File: src/rtl/serial_sub_arbiter.sv
// Two-requester round-robin arbiter feeding a bit-serial (LSB-first) subtractor.
// The result is held in DONE until the consumer accepts it.
module serial_sub_arbiter #(
    parameter int unsigned WIDTH = 8
) (
    input  logic             clk,
    input  logic             rst_n,
    input  logic             req0_valid,
    output logic             req0_ready,
    input  logic [WIDTH-1:0] req0_a,
    input  logic [WIDTH-1:0] req0_b,
    input  logic             req1_valid,
    output logic             req1_ready,
    input  logic [WIDTH-1:0] req1_a,
    input  logic [WIDTH-1:0] req1_b,
    output logic             res_valid,
    input  logic             res_ready,
    output logic [WIDTH-1:0] res_diff,
    output logic             res_borr,
    output logic             res_id,
    output logic             busy
);

    localparam int unsigned CNT_W = (WIDTH > 1) ? $clog2(WIDTH) : 1;
    localparam logic [CNT_W-1:0] LAST_BIT = CNT_W'(WIDTH - 1);

    typedef enum logic [1:0] {IDLE, RUN, DONE} state_t;

    state_t           state;
    state_t           state_next;
    logic             grant0;
    logic             grant1;
    logic             rr_last;
    logic             cur_id;
    logic [WIDTH-1:0] a_sh;
    logic [WIDTH-1:0] b_sh;
    logic [WIDTH-1:0] diff_sh;
    logic [WIDTH-1:0] diff_next;
    logic             borr;
    logic [CNT_W-1:0] cnt;
    logic             hs1_d;
    logic             hs1_b;
    logic             bit_d;
    logic             bit_bout;

    // Two cascaded half subtractors on the current LSB
    always_comb begin
        hs1_d     = a_sh[0] ^ b_sh[0];
        hs1_b     = ~a_sh[0] & b_sh[0];
        bit_d     = hs1_d ^ borr;
        bit_bout  = hs1_b | (~hs1_d & borr);
        diff_next = (diff_sh >> 1) | (WIDTH'(bit_d) << (WIDTH - 1));
    end

    // Next-state and grant; requester 1 wins a tie only if 0 was granted last
    always_comb begin
        state_next = state;
        grant0     = 1'b0;
        grant1     = 1'b0;
        case (state)
            IDLE: begin
                grant1 = rst_n && req1_valid && (!req0_valid || !rr_last);
                grant0 = rst_n && req0_valid && !grant1;
                if (grant0 || grant1) begin
                    state_next = RUN;
                end
            end
            RUN: begin
                if (cnt == LAST_BIT) begin
                    state_next = DONE;
                end
            end
            DONE: begin
                if (res_ready) begin
                    state_next = IDLE;
                end
            end
            default: state_next = IDLE;
        endcase
    end

    assign req0_ready = grant0;
    assign req1_ready = grant1;

    always_ff @(posedge clk) begin
        if (!rst_n) begin
            state     <= IDLE;
            res_valid <= 1'b0;
            busy      <= 1'b0;
        end else begin
            state     <= state_next;
            res_valid <= (state_next == DONE);
            busy      <= (state_next != IDLE);
        end
    end

    // Operand capture, serial shift and result latch
    always_ff @(posedge clk) begin
        if (!rst_n) begin
            a_sh     <= '0;
            b_sh     <= '0;
            diff_sh  <= '0;
            borr     <= 1'b0;
            cnt      <= '0;
            cur_id   <= 1'b0;
            rr_last  <= 1'b1;
            res_diff <= '0;
            res_borr <= 1'b0;
            res_id   <= 1'b0;
        end else begin
            case (state)
                IDLE: begin
                    if (grant0 || grant1) begin
                        a_sh    <= grant1 ? req1_a : req0_a;
                        b_sh    <= grant1 ? req1_b : req0_b;
                        diff_sh <= '0;
                        borr    <= 1'b0;
                        cnt     <= '0;
                        cur_id  <= grant1;
                        rr_last <= grant1;
                    end
                end
                RUN: begin
                    a_sh    <= a_sh >> 1;
                    b_sh    <= b_sh >> 1;
                    diff_sh <= diff_next;
                    borr    <= bit_bout;
                    cnt     <= cnt + CNT_W'(1);
                    if (cnt == LAST_BIT) begin
                        res_diff <= diff_next;
                        res_borr <= bit_bout;
                        res_id   <= cur_id;
                    end
                end
                default: ;
            endcase
        end
    end

endmodule

File: config.mk
export PLATFORM = sky130hd
export DESIGN_NAME = serial_sub_arbiter
export DESIGN_NICKNAME = d
export VERILOG_FILES = /design/src/rtl/serial_sub_arbiter.sv
export SDC_FILE = /design/constraint.sdc
export NUM_CORES = 1
export LEC_CHECK = 0
export ABC_CLOCK_PERIOD_IN_PS = 1200
export CORE_AREA = 2 2 62 94
export CTS_CLUSTER_SIZE = 40
export DETAILED_ROUTE_END_ITERATION = 6
export DIE_AREA = 0 0 64 96
export PLACE_DENSITY = 0.6
export SLEW_MARGIN = 20
export SYNTH_ARGS = -nofsm -noshare
export SYNTH_HDL_FRONTEND = slang
export SYNTH_SLANG_ARGS = --single-unit
File: constraint.sdc
create_clock -name clk -period 1.2 [get_ports clk]
set_input_delay 0.12 -clock clk [delete_from_list [all_inputs] [get_ports clk]]
set_output_delay 0.12 -clock clk [all_outputs]
set_load 0.05 [all_outputs]
==> key figures <==
Setup path
  • Largest stage delay on the critical path: 0.37 ns
  • CP Cell Sequence: nor3b_4, and3_4, buf_12
  • WP data required: 1.08 ns
  • Delay-heaviest family, CP: simple AND/OR/NAND/NOR gates
  • CP Launch Type: flip-flop
  • Worst-path fanout max: 3
  • Crit Path Category: flip-flop to primary output
  • CP Buf/Inv Count: 1
  • CP arrival: 1.25 ns
  • Crit-path slowest cell: dfxtp_4
  • Worst setup EP type: primary output

Place
  • Dpl ws: -0.414 ns
  • Hpwl dp: 3310 um
  • Gp weighted congestion: 0.800
  • IO buf count: 50
  • Placed instance area: 2700 um^2

Detailed routing
  • DRC: 0
  • DR iter-0 viols: 61
  • First drt pass iteration count: 4
  • Drt wl/cell: 14.9 um
  • Vias per cell: 4.97
  • Final wirelength: 5180 um
  • ANT nets after route: 0
  • DR vias: 1730

Timing
  • Tcrit/Tclk final: 114%
  • Hold slack: 0.450 ns
  • Minimum clock period: 1.37 ns
  • Peak Freq: 732 MHz
  • TNS Setup: -3.44 ns
  • Max-slew violation count: 0
  • Rel. slew slack: 82.7%
  • Tightest Pin Transition: 0.259 ns
  • Clock Skews: 0.0110 ns
  • Final Setup Violations: 42
  • Fin. Hold Viols: 0
  • Unrepaired setup endpoints after global routing: true
  • Final WS setup: -0.166 ns

Min path
  • Tightest Hold Check Type: input port to flip-flop

GRT
  • Initial antenna violation count: 0
  • First-pass GRT wire length: 7930 um
  • Vias in the first global route: 1710
  • Total GRT Usage: 16.8%
  • GR Overflow Total: 0
  • Largest net degree at the start of global routing: 31

Synthesis
  • Register area share after synthesis: 47.3%
  • Synth unique cells: 30
  • Mapped Cells: 206
  • Post-synthesis register bit count: 43
  • Post-synthesis net count: 246
  • Ys Warns: 0
  • Syn Area/Cell: 8.83 um^2
  • Cell Area, Synth: 1820 um^2

Power
  • Static Leak: 1.20 nW
  • Sw frac: 24.2%
  • Power per cell area: 1110 nW/um^2
  • Cell-internal power: 2.72 mW
  • Net load switching power: 0.868 mW
  • Total power: 3.59 mW
  • Logic pwr share: 19.4%
  • Clock network power share: 37.4%
  • Reg power frac: 43.2%
  • VDD IR max: 617 uV

Clock network
  • CTS tree: yes
  • Clk root buf: clkbuf_8
  • CTS Sinks: 43
  • Clock transition at the registers of the reported paths: 0.09 ns
  • H-tree depth: 2
  • Clock Tree Buf Depth: 2
  • Num CTS Buffers: 5
  • Insertion delay to the later sink of the worst-skew pair: 0.30 ns
  • Hold_buf cts: 0

Floorplanning
  • Full die area: 6140 um^2
  • Die X: 64 um
  • Row cnt: 33
  • Total core area: 5330 um^2
  • Die Y: 96 um
  • Starting Density: 34.2%
  • IO Count: 51

Cells and area
  • Final instance area: 3230 um^2
  • Layout Nets: 317
  • Layout cells sized above 1: 38.1%
  • N_diodes: 0
  • Area grow syn2layout: 77.6%

Status
  • Outcome: complete, but fails checks
  • Failing checks: setup timing

Flow run
  • Max-Cap Viols: 0
path summary, 6_finish.rpt:
check	cells past startpoint	end	slack, ns	start
setup / recovery	3	req0_ready	-0.17	state[0]
hold / removal	3	rr_last	0.45	rst_n
setup reg to reg	7	diff_sh[1]	-0.14	state[0]
hold reg to reg	2	b_sh[5]	0.47	b_sh[6]
metrics by stage:
stage / utilization (%) / std cells
after global placement: 50.7 / 333
after floorplan: - / 206
final: 60.7 / 348
after CTS: 56.3 / 347
after global routing: 60.7 / 348
after detailed placement: 50.7 / 333
synthesized netlist by cell type, drive strengths merged:
cell type,number,area [um^2]
nor3,1,5.00
o211ai,1,7.51
and2,5,33.8
dfxtp,43,861
o221ai,16,140
buf,10,65.1
a21boi,14,105
fa,1,20.0
o21a,2,15.0
nor2b,12,82.6
o211a,1,10.0
a21oi,3,18.8
or2,2,12.5
nand2,54,203
nor2,5,18.8
ha,2,25.0
nor3b,1,12.5
inv,3,11.3
a22oi,9,67.6
nand2b,2,12.5
nand3,15,75.1
and3,1,6.26
clkbuf,3,11.3
routing by layer:
metal | part of all wire (%) | global-route usage, % | vias to the layer above
li1 | - | - | 857
met1 | 37 | 17.0 | 833
met2 | 57 | 33.1 | 34
met3 | 3.9 | 3.74 | 6
met4 | 1.4 | 5.98 | 0
met5 | 0 | 0 | -
kinds of logic (layout without fill, tap and decap cells):
group                      after synthesis  count (layout)  synth area share [%]
DFF                                     43              43                  47.3
adders and majority gates                3               3                  2.48
buffers and inverters                   16              86                  4.81
AOI/OAI and AO/OA                       46              46                  20.0
and+or+nand+nor                         98             100                  25.4
sequential cells by signal, indices dropped and copies added (netlist names):
name	cells
diff_sh	7
b_sh	8
state	2
busy	1
a_sh	8
rr_last	1
res_valid	1
res_diff	8
res_borr	1
borr	1
cur_id	1
cnt	3
res_id	1
placed cells by master (no fill, tap or decap), drive strengths merged, types with 2 or more instances in the layout:
| cell | n |
|---|---|
| dfxtp | 43 |
| clkdlybuf4s50 | 33 |
| ha | 2 |
| nor2 | 5 |
| a21oi | 3 |
| nor2b | 12 |
| inv | 2 |
| buf | 37 |
| o221ai | 16 |
| a21boi | 14 |
| a22oi | 9 |
| nand2 | 54 |
| bufinv | 2 |
| or2 | 2 |
| o21a | 2 |
| nand3 | 15 |
| clkbuf | 8 |
| nand2b | 2 |
| dlygate4sd2 | 3 |
| and2 | 7 |
tightest hold or removal path: stages:
cell           delay (ns)
dlygate4sd2_1        0.26
buf_4                0.22
o211ai_1             0.10
layout make-up:
class / count / area, um^2
Clock buffer: 6 / 72.6
Clock inverter: 2 / 60.1
Fill cell: 431 / 2100
Inverter: 3 / 15.0
Multi-Input combinational cell: 149 / 1190
Sequential cell: 43 / 875
Tap cell: 70 / 87.6
Timing Repair Buffer: 75 / 935
power by group through the flow:
stage,clock network (mW),registers (mW),logic [mW]
floorplan,0,1.57,0.238
global placement,0,1.57,0.510
detailed placement,0,1.57,0.513
CTS,1.36,1.54,0.601
global route,1.42,1.56,0.744
finish,1.34,1.55,0.696
timing repair:
action / 4_1_cts / 5_1_grt
resized for setup: 40 / 47
pin swaps: 10 / 18
setup endpoints to repair: 42 / 44
buffers inserted: 3 / 0
cloned: 3 / 1
No activity file was read; power rests on OpenSTA's default activity.
